==> config.mk <==
export PLATFORM = sky130hd
export DESIGN_NAME = pipelined_addsub
export DESIGN_NICKNAME = d
export VERILOG_FILES = /design/src/rtl/pipelined_addsub_pkg.sv /design/src/rtl/pipelined_addsub_chunk.sv /design/src/rtl/pipelined_addsub.sv
export SDC_FILE = /design/constraint.sdc
export NUM_CORES = 1
export LEC_CHECK = 0
export CORE_UTILIZATION = 58
export CTS_BUF_LIST = sky130_fd_sc_hd__clkbuf_4 sky130_fd_sc_hd__clkbuf_8
export CTS_CLUSTER_DIAMETER = 120
export CTS_CLUSTER_SIZE = 8
export DETAILED_ROUTE_END_ITERATION = 8
export PLACE_DENSITY = 0.81
export SYNTH_ARGS = -nofsm -noshare
export SYNTH_HDL_FRONTEND = slang
export SYNTH_SLANG_ARGS = --single-unit
==> constraint.sdc <==
create_clock -name clk -period 8.5 [get_ports clk]
set_input_delay 1.7 -clock clk [delete_from_list [all_inputs] [get_ports clk]]
set_output_delay 1.7 -clock clk [all_outputs]
set_load 0.05 [all_outputs]
==> src/rtl/pipelined_addsub_pkg.sv <==
// Shared opcodes, status-flag bit positions and the overflow rule
// for the pipelined add/subtract unit.
package pipelined_addsub_pkg;

    localparam logic OP_ADD = 1'b0;
    localparam logic OP_SUB = 1'b1;

    // Flag bit positions when the flags are packed into an ALU status word.
    localparam int FLAG_C    = 0;
    localparam int FLAG_Z    = 1;
    localparam int FLAG_N    = 2;
    localparam int FLAG_V    = 3;
    localparam int NUM_FLAGS = 4;

    // Signed overflow from the operand and result sign bits.
    function automatic logic ovf_calc(input logic op, input logic a,
                                      input logic b, input logic r);
        if (op == OP_SUB)
            return (a != b) && (r != a);
        else
            return (a == b) && (r != a);
    endfunction

endpackage

==> src/rtl/pipelined_addsub_chunk.sv <==
// Combinational CHUNK-bit add/subtract slice with carry/borrow chain.
module addsub_chunk
    import pipelined_addsub_pkg::*;
#(
    parameter int CHUNK = 8
) (
    input  logic [CHUNK-1:0] a,
    input  logic [CHUNK-1:0] b,
    input  logic             op,
    input  logic             chain_in,
    output logic [CHUNK-1:0] res,
    output logic             chain_out,
    output logic             slice_zero
);

    // Ripple the chain bit through the slice; carry for add, borrow for sub.
    always_comb begin
        logic c;
        c   = chain_in;
        res = '0;
        for (int i = 0; i < CHUNK; i++) begin
            res[i] = a[i] ^ b[i] ^ c;
            if (op == OP_SUB)
                c = (~a[i] & b[i]) | (~(a[i] ^ b[i]) & c);
            else
                c = (a[i] & b[i]) | ((a[i] ^ b[i]) & c);
        end
        chain_out = c;
    end

    assign slice_zero = ~|res;

endmodule

==> src/rtl/pipelined_addsub.sv <==
// Pipelined two's-complement add/subtract: one CHUNK-bit slice of the
// chain per stage, valid/ready on both sides with a global stall.
module pipelined_addsub
    import pipelined_addsub_pkg::*;
#(
    parameter int WIDTH = 32,
    parameter int CHUNK = 8
) (
    input  logic             clk,
    input  logic             reset,
    input  logic             in_valid,
    output logic             in_ready,
    input  logic             in_op,
    input  logic [WIDTH-1:0] in_a,
    input  logic [WIDTH-1:0] in_b,
    output logic             out_valid,
    input  logic             out_ready,
    output logic [WIDTH-1:0] out_result,
    output logic             out_cout,
    output logic             out_zero,
    output logic             out_neg,
    output logic             out_ovf
);

    localparam int STAGES = WIDTH / CHUNK;
    localparam int LAST   = STAGES - 1;

    if (WIDTH % CHUNK != 0) begin : g_bad_width
        $error("pipelined_addsub: WIDTH must be a multiple of CHUNK");
    end

    // Per-stage state: operands travel whole, finished slices accumulate in r_res.
    logic [STAGES-1:0]            r_vld, r_op, r_chain, r_zero;
    logic [STAGES-1:0][WIDTH-1:0] r_a, r_b, r_res;

    // Stage inputs: stage 0 from the ports, stage k from stage k-1.
    logic [STAGES-1:0]            w_src_vld, w_src_op, w_src_chain, w_src_zero;
    logic [STAGES-1:0][WIDTH-1:0] w_src_a, w_src_b, w_src_res;
    logic [STAGES-1:0][CHUNK-1:0] w_slice;
    logic [STAGES-1:0]            w_cout, w_szero;
    logic                         w_adv;

    // Whole pipe moves together; only a held output result can stop it.
    assign w_adv    = !r_vld[LAST] || out_ready;
    assign in_ready = w_adv;

    for (genvar k = 0; k < STAGES; k++) begin : g_stage
        if (k == 0) begin : g_head
            assign w_src_vld[k]   = in_valid;
            assign w_src_op[k]    = in_op;
            assign w_src_a[k]     = in_a;
            assign w_src_b[k]     = in_b;
            assign w_src_res[k]   = '0;
            assign w_src_chain[k] = 1'b0;
            assign w_src_zero[k]  = 1'b1;
        end else begin : g_body
            assign w_src_vld[k]   = r_vld[k-1];
            assign w_src_op[k]    = r_op[k-1];
            assign w_src_a[k]     = r_a[k-1];
            assign w_src_b[k]     = r_b[k-1];
            assign w_src_res[k]   = r_res[k-1];
            assign w_src_chain[k] = r_chain[k-1];
            assign w_src_zero[k]  = r_zero[k-1];
        end

        addsub_chunk #(.CHUNK(CHUNK)) u_chunk (
            .a          (w_src_a[k][k*CHUNK +: CHUNK]),
            .b          (w_src_b[k][k*CHUNK +: CHUNK]),
            .op         (w_src_op[k]),
            .chain_in   (w_src_chain[k]),
            .res        (w_slice[k]),
            .chain_out  (w_cout[k]),
            .slice_zero (w_szero[k])
        );
    end

    // Advance every stage on w_adv; reset drops all in-flight beats and zeroes data.
    always_ff @(posedge clk) begin
        if (reset) begin
            r_vld   <= '0;
            r_op    <= '0;
            r_chain <= '0;
            r_zero  <= '0;
            r_a     <= '0;
            r_b     <= '0;
            r_res   <= '0;
        end else if (w_adv) begin
            for (int k = 0; k < STAGES; k++) begin
                r_vld[k]                   <= w_src_vld[k];
                r_op[k]                    <= w_src_op[k];
                r_a[k]                     <= w_src_a[k];
                r_b[k]                     <= w_src_b[k];
                r_chain[k]                 <= w_cout[k];
                r_zero[k]                  <= w_src_zero[k] & w_szero[k];
                r_res[k]                   <= w_src_res[k];
                r_res[k][k*CHUNK +: CHUNK] <= w_slice[k];
            end
        end
    end

    assign out_valid  = r_vld[LAST];
    assign out_result = r_res[LAST];
    assign out_cout   = r_chain[LAST];
    assign out_zero   = r_zero[LAST];
    assign out_neg    = r_res[LAST][WIDTH-1];
    assign out_ovf    = ovf_calc(r_op[LAST], r_a[LAST][WIDTH-1],
                                 r_b[LAST][WIDTH-1], r_res[LAST][WIDTH-1]);

    // Low operand bits are dead once their slice is done; sink them here.
    logic w_unused;
    assign w_unused = ^{r_a, r_b};

endmodule
After elaboration in Yosys (flattened, before gate mapping)
Index checks and enable logic that the tools add are counted.

storage, ports and cells
  flip-flop bits (word level) = 352
  bits of input ports = 69
  output and inout port bits = 38
  word-level logic and storage cells = 381

cells by class
  equality and inequality tests = 3
  multiplexer cells = 33
  bitwise gates (word level) = 317
  reduce and logical (&&, ||, !) cells = 12

operators by type and width
  cell                number
  1-bit AND           129
  1-bit inverter      63
  1-bit bitwise XOR   63
  1-bit bitwise OR    62
  1-bit 2-to-1 mux    33
  8-bit OR reduction  4
  1-bit zero test     5
  1-bit logical AND   2
  1-bit != test       2
  1-bit == test       1
  1-bit logical OR    1

Logic depth before layout (Yosys ltp)
Gate-level depths: netlist (run 1).

  depth in word-level cells = 27
  mapped depth = 19
  depth with buffers taken out = 19

Cells and area by module
From an unflattened synthesis (run 1), not the netlist that was laid out.

second synthesis, totals
  cells, all modules = 1027
  area total of the unflattened synthesis = 8843.5 µm²

modules (own cells, without submodules)
  module            times used  cells each  area each (µm²)  seq. area each (µm²)
  pipelined_addsub  1           879         6981.7           3883.7
  addsub_chunk      4           37          465.4            0.0

Least setup slack after synthesis (run 1)
No wires, ideal clock.

  path type = input port to flip-flop
  start point = input port in_op
  end point = register r_zero[0]
  arrival time = 6.815 ns
  data required time = 8.430 ns
  path slack = 1.614 ns
  cell stages on the path = 19
  path buffers = 1
  cells stage by stage = buf_2 > xor2_1 > and2_1 > fa_1 > mux2_2 > fa_1 > mux2_2 > fa_1 > mux2_2 > fa_1 > mux2_2 > fa_1 > mux2_2 > fa_1 > mux2i_1 > fa_1 > nor4_1 > nand4_1 > a21oi_1

between the ends
  longest elaborated chain between the ends = 22
  elaborated cells on any way between the ends = 40
  classes of those cells = mux: 7; bitwise: 31; reduce/logical: 2

RTL lines
  element                                     line                                                        text
  start, declared                             pipelined_addsub.sv:13                                      input logic in_op,
  1-bit 2-to-1 mux                            pipelined_addsub_chunk.sv:23                                if (op == OP_SUB)
  1-bit AND, on equally long branches         pipelined_addsub_chunk.sv:26, pipelined_addsub_chunk.sv:24
  1-bit bitwise OR, on equally long branches  pipelined_addsub_chunk.sv:26, pipelined_addsub_chunk.sv:24
  1-bit 2-to-1 mux                            pipelined_addsub_chunk.sv:23
  1-bit AND, on equally long branches         pipelined_addsub_chunk.sv:26, pipelined_addsub_chunk.sv:24
  1-bit bitwise OR, on equally long branches  pipelined_addsub_chunk.sv:26, pipelined_addsub_chunk.sv:24
  1-bit 2-to-1 mux                            pipelined_addsub_chunk.sv:23
  1-bit AND, on equally long branches         pipelined_addsub_chunk.sv:26, pipelined_addsub_chunk.sv:24
  [... 7 more ...]                            n/a
  1-bit 2-to-1 mux                            pipelined_addsub_chunk.sv:23
  1-bit AND, on equally long branches         pipelined_addsub_chunk.sv:26, pipelined_addsub_chunk.sv:24
  1-bit bitwise OR, on equally long branches  pipelined_addsub_chunk.sv:26, pipelined_addsub_chunk.sv:24
  1-bit 2-to-1 mux *                          pipelined_addsub_chunk.sv:23
  1-bit bitwise XOR *                         pipelined_addsub_chunk.sv:22                                res[i] = a[i] ^ b[i] ^ c;
  named net g_stage[0].u_chunk.res[7]         pipelined_addsub_chunk.sv:11                                output logic [CHUNK-1:0] res,
  8-bit OR reduction *                        pipelined_addsub_chunk.sv:31                                assign slice_zero = ~|res;
  1-bit zero test *                           pipelined_addsub_chunk.sv:31
  end signal, assigned by index               pipelined_addsub.sv:94                                      r_zero[k] <= w_src_zero[k] & w_szero[k];
  end, declared                               pipelined_addsub.sv:33                                      logic [STAGES-1:0] r_vld, r_op, r_chain, r_zero;

The timed path passes the listed nets; every way through them passes the cells marked *.
A chain may end at the register's enable or synchronous reset.

Worst setup path in the final report (run 1)
Same ends and word-level chain as after synthesis.

==> results of run 1 <==
## final cells by class
cell class	instances	area [µm²]	share of cell area
Clock buffer	21	289.0	0.02914
Clock inverter	11	125.1	0.01262
Inverter	42	162.7	0.01640
Multi-Input combinational cell	689	4134	0.4169
Sequential cell	194	3884	0.3916
Tap cell	184	230.2	0.02321
Timing Repair Buffer	110	1092	0.1101
## registers in the layout, summed over array words and instances, names as in the netlist
register and flops:
r_a 49, r_res 48, r_vld 4, r_op 4, out_result 32, r_zero 4, r_chain 4, r_b 49
## synth_stat cells (all sizes together)
cell and number:
buf 89, nor2 9, nand2b 1, mux2 20
xnor2 1, clkbuf 11, dfxtp 194, nor4bb 3
nor4 1, nor3 4, xor2 2, inv 42
o22ai 1, mux2i 11, nand2 375, fa 62
a211oi 4, nand4 4, and2 1, a21oi 189
nor2b 1
## per-stage QoR
step	area, µm²	instances
after global placement	9503	1219
after CTS	9917	1251
final	9917	1251
after global routing	9917	1251
after floorplan	8766	1025
after detailed placement	9503	1219
## critical path, stage by stage
cell and delay (ps):
clkdlybuf4s50_1 630, xor2_1 250, and2_1 200, fa_1 380
mux2_2 310, fa_1 360, mux2_2 300, fa_1 360
mux2_2 300, fa_1 350, mux2_2 300, fa_1 360
mux2_2 310, fa_1 370, mux2i_1 300, fa_1 490
nor4_1 170, nand4_1 120, a21oi_1 170
## path summary, 6_finish.rpt
path	from	endpoint	slack, ps	depth (start not counted)
min reg2reg	out_result[14]	out_result[14]	450	2
max reg2reg	r_op[1]	r_zero[2]	1960	17
max	in_op	r_zero[0]	1170	19
min	out_result[14]	out_result[14]	450	2
## cell families after synthesis
logic type | count (synthesis) | synth area share
mux | 31 | 0.03825
simple gates | 399 | 0.1761
flops | 194 | 0.4430
compound gates | 194 | 0.1120
buf+inv | 142 | 0.08593
fa+ha+maj | 62 | 0.1416
xor+xnor | 3 | 0.002998
## metal layers
metal | track usage | vias up
met5 | 0 | -
met1 | 0.3144 | 2986
met4 | 0.07676 | 0
met3 | 0.04193 | 20
li1 | - | 3240
met2 | 0.3196 | 136
## power groups by stage
stage               Combinational, mW  Sequential, mW  Clock (mW)
floorplan                       0.159            1.01           0
global placement                0.223            1.01           0
detailed placement              0.228            1.02           0
CTS                             0.230           0.995       0.624
global route                    0.256            1.00       0.660
finish                          0.229           0.995       0.610
==> key figures, run 1 <==
Power and ir drop
  • Net Sw Frac: 0.2602
  • Int Pwr: between 1 and 1.5 mW
  • Power Total: 1.834 mW
  • Power Dens Cells: 184.9 mW/mm²
  • Net load switching power: roughly 480 µW
  • Seq pwr share: 0.542
  • Combinational Power Share: 0.125
  • Clock power share: 0.333
  • Pleak: 3.778 nW
  • Worst VDD drop: 0.0001048 V

Synth
  • Cell count after synthesis: between 1000 and 1500
  • YS warnings: 0
  • Largest cells by area after synthesis: dfxtp_1, nand2_1, fa_1, a21oi_1, buf_4
  • Mapped Area: about 0.0088 mm²
  • Yosys cell types: 24
  • Avg Inst Size Synth: around 8.6 µm²
  • Post-synth net total: around 1200
  • Area share of the largest cell type after synthesis: 0.4430
  • Seq/Total Area, Yosys: 0.4430
  • Yosys top cell by area: dfxtp_1
  • Synth Register Bits: 194

Clocking
  • Post_cts resized: 0
  • CTS Hold Bufs: 0
  • Max Buffers Root-to-Sink: 2
  • Htree depth: 4
  • CTS sink cnt: 194
  • Cts bufs inserted: 17
  • CTS Root Buffer Type: clkbuf_8
  • CTS clk-pin slew, worst paths: 90 ps
  • Post-CTS Setup Inserts: 0
  • Clk_lat worst skew: 460 ps
  • CTS tree: built

Finish
  • Fill cells: around 1200
  • Fin nets: 1185
  • Final Core Density: 0.6772
  • # diodes: 0
  • Share of layout cells above drive strength 1: 0.05530
  • Most frequent cells in the layout: nand2_1, dfxtp_1, a21oi_1
  • Most common cell after layout, fill and taps aside: nand2_1
  • Synth-to-Final Area Change: 13.13%

Floorplanning
  • Die area: 0.01561 mm²
  • DIE WIDTH: 124.9 µm
  • Row Count: 44
  • Die Ht: 124.9 µm
  • I/O pins: 107
  • Core area: between 0.01 and 0.015 mm²
  • Initial Utilization: 0.5986

Placed design
  • RePlAce Congestion: 0.7427
  • # port buffers: roughly 110
  • Pre-CTS setup slack: 692.0 ps
  • Post-DP HPWL: a little over 10000 µm

Routing
  • Metal2 WL: about 7000 µm
  • Wire length on met3: 616 µm
  • Total vias in the final route: approximately 6400
  • Residual DRC count: 16
  • Detailed Route WL: about 16000 µm
  • Drt wl/cell: approximately 13 µm
  • Highest routed metal layer: met4
  • Drt pass-1 iters: 8
  • Routed metal-1 wirelength: 7931 µm
  • Via density: approximately 5.1
  • DRT iter0 DRCs: 504
  • Routed Antenna Nets: 0

Timing
  • # setup viols final: 0
  • Final min period: 7330 ps
  • Fmax: 136.4 MHz
  • Final worst slack: 1170 ps
  • RSZ-0062 raised after global routing: no
  • Final Hold Violating Endpoints: 0
  • TNS Setup: 0 ps
  • Actual slew at the worst max-slew pin: 998.6 ps
  • Count of pins over their slew limit: 0
  • Final Skew: 9.527 ps
  • Fin Hold WS: 452.2 ps
  • Fin crit share: 0.8623
  • Rel. slew slack: 0.3343

Critical path
  • Critical path peak fanout: 9
  • CP Launch Type: primary input
  • Element type at the critical path end: flip-flop
  • Critical path arrival: 7720 ps
  • WS Path Type: in2reg
  • WP data required: 8890 ps

Global route
  • Pin count of the biggest net entering global routing: about 110
  • Number of global-route vias before repair: 5858
  • Initial antenna violation count: 0
  • All-layer global routing usage: 0.2153
  • First-pass GRT wire length: about 27000 µm
  • Global route total overflow: 0

Outcome
  • Status: finished, violations left
  • Failing checks: design-rule violations

Run
  • Max Cap Viol: 0

Worst hold path
  • Worst hold path class: reg2reg
Power figures use the tool's default switching activity.
==> run 2: changes to the inputs <==
GPL_TIMING_DRIVEN = 0   (was not set)
SETUP_SLACK_MARGIN = 0.05   (was not set)
==> key figures, run 2 (synthesis gave the netlist of run 1 again) <==
Outcome
  • Status: finished, violations left
  • Failing checks: design-rule violations

Timing
  • Fin crit share: 0.8332 (-0.02914)
  • # setup viols final: 0 (unchanged)
  • Fmax: 141.2 MHz (+3.5%)
  • TNS Setup: 0 ps (unchanged)
  • Rel. slew slack: 0.5693 (+0.2350)
  • RSZ-0062 raised after global routing: no
  • Final min period: 7082 ps (-247.7 ps)
  • Fin Hold WS: 454.2 ps (+2.030 ps)
  • Final Hold Violating Endpoints: 0 (unchanged)
  • Final Skew: 10.58 ps (+1.052 ps)
  • Count of pins over their slew limit: 0 (unchanged)
  • Actual slew at the worst max-slew pin: 646.1 ps (-352.5 ps)

Worst hold path
  • Worst hold path depth: 2 (unchanged)
  • Worst hold path class: reg2reg

Critical path
  • WS Path Type: in2reg
  • Critical path arrival: 7480 ps (-240 ps)
  • CP Launch Type: primary input
  • FF-to-FF path depth: 19 (+2)
  • Element type at the critical path end: flip-flop
  • Critical path peak fanout: 2 (-7)
  • R2R Setup Slk: 2090 ps (+130 ps)
  • WP data required: 8890 ps (about the same)

Finish
  • # diodes: 0 (unchanged)
  • Fill cells: 1191 (-3.2%)
  • Reg area: 0.003884 mm² (unchanged)
  • Final Core Density: 0.7172 (+0.03999)
  • Most frequent cells in the layout: nand2_1, dfxtp_1, a21oi_1
  • Share of layout cells above drive strength 1: 0.1154 (+0.06012)
  • Multi-input logic area: 0.004129 mm² (-0.12%)
  • Fin nets: 1279 (+7.9%)
  • Most common cell after layout, fill and taps aside: nand2_1
  • Biggest regs: r_a (49), r_b (49), r_res (48)
  • Post-route cell area: 0.01050 mm² (+5.9%)
  • Synth-to-Final Area Change: 19.81%
  • Finished Layout Cells: 1345 (+7.5%)

Routing
  • Routed Antenna Nets: 0 (unchanged)
  • Metal2 WL: 9057 µm (+28%)
  • Highest routed metal layer: met4
  • Residual DRC count: 16 (unchanged)
  • DRT iter0 DRCs: 584 (+16%)
  • Routed metal-1 wirelength: 8592 µm (+8.3%)
  • Drt pass-1 iters: 7 (-1)
  • Drt wl/cell: 14.27 µm (+13%)
  • Via density: 5.136 (+0.68%)
  • Detailed Route WL: 19200 µm (+21%)
  • Wire length on met3: 1134 µm (+84%)
  • Total vias in the final route: 6908 (+8.2%)

Floorplanning
  • I/O pins: 107 (unchanged)
  • Die Ht: 124.9 µm (unchanged)
  • DIE WIDTH: 124.9 µm (unchanged)
  • Initial Utilization: 0.5986 (unchanged)
  • Die area: 0.01561 mm² (unchanged)
  • Core area: 0.01464 mm² (unchanged)
  • Row Count: 44 (unchanged)

Clocking
  • CTS tree: built
  • Htree depth: 4 (unchanged)
  • Post_cts resized: 0 (unchanged)
  • CTS Hold Bufs: 0 (unchanged)
  • CTS sink cnt: 194 (unchanged)
  • Clk_lat worst skew: 470 ps (about the same)
  • CTS Root Buffer Type: clkbuf_8
  • Max Buffers Root-to-Sink: 2 (unchanged)
  • Post-CTS Setup Inserts: 0 (unchanged)
  • CTS clk-pin slew, worst paths: 90 ps (about the same)
  • Cts bufs inserted: 17 (unchanged)

Placed design
  • # port buffers: 104 (-1.9%)
  • RePlAce Congestion: 0.8142 (+9.6%)
  • Post-DP HPWL: 14100 µm (+36%)
  • DP Cell Count: 1313 (+7.7%)
  • Area after DPL: 0.01004 mm² (+5.6%)

Global route
  • All-layer global routing usage: 0.2619 (+0.04662)
  • Number of global-route vias before repair: 6689 (+14%)
  • Pin count of the biggest net entering global routing: 17 (-84%)
  • First-pass GRT wire length: 32270 µm (+19%)
  • Global route total overflow: 0 (unchanged)
  • Initial antenna violation count: 0 (unchanged)

Run
  • Max Cap Viol: 0 (unchanged)

Power and ir drop
  • Power Dens Cells: 183.3 mW/mm² (-0.90%)
  • Worst VDD drop: 0.0001034 V (-1.4%)
  • Pleak: 4.163 nW (+10%)
run 2: final timing paths:
path / from / to
worst min-delay path: out_result[8] / out_result[8]
worst max register to register: r_chain[2] / r_zero[3]
worst max-delay path: in_a[0] / r_zero[0]
worst min register to register: out_result[8] / out_result[8]
run 2: stage by stage:
stage	power, mW	setup slack [ps]
finish	1.925	1418
global route	2.008	1248
CTS	1.932	1415
detailed placement	1.262	931.7
global placement	1.253	1123
floorplan	1.166	1614
run 2: power by group:
group | switching, mW | total (mW) | internal (mW)
logic | 0.139 | 0.252 | 0.113
clock network | 0.320 | 0.679 | 0.359
registers | 0.0335 | 0.994 | 0.961
total | 0.493 | 1.92 | 1.43
run 2: final cells by class:
type,count,area share
Multi-Input combinational cell,689,0.3931
Sequential cell,194,0.3698
Timing Repair Buffer,104,0.09912
Buffer,100,0.05671
Clock buffer,22,0.02823
Tap cell,184,0.02192
Clock inverter,10,0.01608
Inverter,42,0.01501
run 2: routing by layer:
metal / GRT usage / vias up
met5: 0 / -
met4: 0.09684 / 0
met3: 0.04750 / 30
met2: 0.4303 / 220
met1: 0.3484 / 3217
li1: - / 3441
run 2: worst max-delay path, stage by stage:
cell	delay, ps
clkdlybuf4s50_1	450
xor2_1	150
and2_1	200
fa_1	360
mux2_2	300
fa_1	370
mux2_2	300
fa_1	370
mux2_2	300
fa_1	360
mux2_2	300
fa_1	350
mux2_2	310
fa_1	370
mux2i_1	260
fa_1	530
nor4_1	190
nand4_1	150
a21oi_1	140
==> run 3: changes to the inputs <==
CORE_UTILIZATION = 52   (was 58)
PLACE_DENSITY = 0.76   (was 0.81)
clock period = 6.5 ns   (was 8.5 ns; I/O delays follow)
==> key figures, run 3 (synthesis gave the netlist of run 1 again) <==
Worst hold path
  • Worst hold path class: reg2reg

Outcome
  • Status: complete, no violations

Finish
  • Final Core Density: 0.6451 (-0.07208)
  • Fill cells: 1413 (+19%)
  • Share of layout cells above drive strength 1: 0.1405 (+0.02511)
  • Synth-to-Final Area Change: 21.61%
  • Biggest regs: r_a (49), r_b (49), r_res (48)
  • Most common cell after layout, fill and taps aside: nand2_1
  • # diodes: 0 (unchanged)
  • Fin nets: 1286 (+0.55%)
  • Most frequent cells in the layout: nand2_1, dfxtp_1, a21oi_1

Routing
  • Via density: 4.934 (-3.9%)
  • DRT iter0 DRCs: 397 (-32%)
  • Routed Antenna Nets: 0 (unchanged)
  • Detailed Route WL: 19320 µm (+0.66%)
  • Total vias in the final route: 6843 (-0.94%)
  • Drt wl/cell: 13.93 µm (-2.4%)
  • Residual DRC count: 0 (-16)
  • Drt pass-1 iters: 5 (-2)

Timing
  • TNS Setup: 0 ps (unchanged)
  • Final min period: 6250 ps
  • Fmax: about 160 MHz
  • Fin Hold WS: 454.1 ps (-0.08000 ps)
  • Rel. slew slack: 0.5585 (-0.01081)
  • Fin crit share: 0.9615
  • # setup viols final: 0 (unchanged)
  • Final Skew: 9.131 ps (-1.448 ps)
  • Count of pins over their slew limit: 0 (unchanged)
  • Actual slew at the worst max-slew pin: 662.3 ps (+16.21 ps)
  • Final worst slack: 250.1 ps (-1168 ps)
  • RSZ-0062 raised after global routing: yes
  • Final Hold Violating Endpoints: 0 (unchanged)

Critical path
  • Element type at the critical path end: flip-flop
  • CP Launch Type: primary input
  • Critical path arrival: 6650 ps (-830 ps)
  • Critical path peak fanout: 2 (unchanged)
  • WS Path Type: in2reg
  • WP data required: 6900 ps (-1990 ps)
  • Worst path bufs/invs: 1 (unchanged)
  • CP max stage delay: 470 ps (-60 ps)
  • Delay-heaviest family, CP: adder cells
  • CP max stage cell: fa_2
  • Crit path cell chain: clkdlybuf4s50_1 > and2_4 > fa_1 > mux2_4 > fa_1 > mux2_4 > fa_1 > mux2_4 > fa_1 > mux2_4 > fa_1 > mux2_4 > fa_2 > mux2i_4 > fa_2 > nor4_2 > nand4_1 > a21oi_2

Global route
  • Pin count of the biggest net entering global routing: 17 (unchanged)
  • Initial antenna violation count: 0 (unchanged)
  • Global route total overflow: 0 (unchanged)
  • All-layer global routing usage: 0.2361 (-0.02586)
  • First-pass GRT wire length: 32460 µm (+0.58%)
  • Number of global-route vias before repair: 6577 (-1.7%)

Run
  • Max Cap Viol: 0 (unchanged)

Floorplanning
  • Initial Utilization: 0.5305 (-0.06812)
  • DIE WIDTH: 131.8 µm (+5.5%)
  • I/O pins: 107 (unchanged)
  • Row Count: 47 (+6.8%)
  • Die Ht: 131.8 µm (+5.5%)
  • Core area: 0.01652 mm² (+13%)
  • Die area: 0.01738 mm² (+11%)

Placed design
  • RePlAce Congestion: 0.8055 (-1.1%)
  • # port buffers: 104 (unchanged)
  • Pre-CTS setup slack: -528.6 ps (-1460 ps)
  • Post-DP HPWL: 14470 µm (+2.7%)

Clocking
  • CTS tree: built
  • CTS sink cnt: 194 (unchanged)
  • Htree depth: 4 (unchanged)
  • CTS Root Buffer Type: clkbuf_8
  • CTS clk-pin slew, worst paths: 90 ps (about the same)
  • Cts bufs inserted: 17 (unchanged)
  • Max Buffers Root-to-Sink: 2 (unchanged)
  • Clk_lat worst skew: 460 ps (about the same)

Power and ir drop
  • Pleak: 4.194 nW (+0.74%)
  • Worst VDD drop: 0.0001390 V (+34%)
  • Power Dens Cells: 228.7 mW/mm² (+25%)
[run 3: cell count changes in the layout (fill, tap and decap cells not counted), moves of 2 or more]
| cell | delta |
|---|---|
| buf_2 | -4 |
| buf_4 | +9 |
| mux2_2 | -5 |
| inv_1 | -5 |
| mux2i_4 | +4 |
| mux2_4 | +5 |
| clkbuf_8 | -2 |
| mux2i_2 | +3 |
| clkbuf_4 | +5 |
| mux2i_1 | -7 |
| inv_2 | +5 |
| fa_2 | +8 |
| fa_1 | -8 |
| bufinv_16 | -2 |
[run 3: routing by layer]
metal	GRT usage	wire length [µm]
met5	0	0
met4	0.07558	300
met3	0.03960	759
met2	0.3827	9216
met1	0.3227	9047
[run 3: final cells by class]
type | count | area, µm² | share of cell area
clock buffer | 23 | 291.5 | 0.02735
timing repair buffer | 111 | 1096 | 0.1028
clock inverter | 8 | 102.6 | 0.009624
buffer | 100 | 605.6 | 0.05681
sequential | 194 | 3884 | 0.3643
tap | 220 | 275.3 | 0.02582
multi-input combinational | 689 | 4248 | 0.3985
inverter | 42 | 157.7 | 0.01479
[run 3: per-stage QoR]
| step | total power [mW] | instance area, µm² | cells |
|---|---|---|---|
| floorplan | 1.531 | 8805 | 1025 |
| global placement | 1.648 | 10120 | 1349 |
| detailed placement | 1.661 | 10120 | 1349 |
| CTS | 2.436 | 10540 | 1381 |
| global route | 2.547 | 10660 | 1387 |
| finish | 2.438 | 10660 | 1387 |
[run 3: power by group]
part	switching [mW]	internal (mW)	total, mW
sequential	0.0443	1.26	1.30
clock	0.407	0.379	0.785
combinational	0.188	0.164	0.352
[run 3: worst reg2reg max path, cell delays in order (launching register included)]
cell and delay, ps:
dfxtp_1 320, inv_1 110, fa_1 200, mux2i_2 110, fa_1 430, mux2_2 310
fa_1 420, mux2_2 310, fa_1 420, mux2_2 320, fa_1 430, mux2_2 320
fa_1 430, mux2_2 320, fa_2 410, mux2i_4 170, fa_1 490, nor4bb_1 290
nand4_1 120, a21oi_1 160
[run 3: path summary, 6_finish.rpt]
path                                startpoint        endpoint  slack [ps]  depth (start not counted)
worst max-delay path                   in_b[0]       r_zero[0]         250                         18
worst min-delay path            out_result[17]  out_result[17]         450                          2
worst max register to register          r_b[8]       r_zero[1]         330                         19
worst min register to register  out_result[17]  out_result[17]         450                          2
[run 3: repair_timing]
action	4_1_cts	5_1_grt
setup endpoints to repair	3	5
hold buffers	0	0
gates resized for setup	4	25
pin swaps	2	9
buffers inserted	1	6
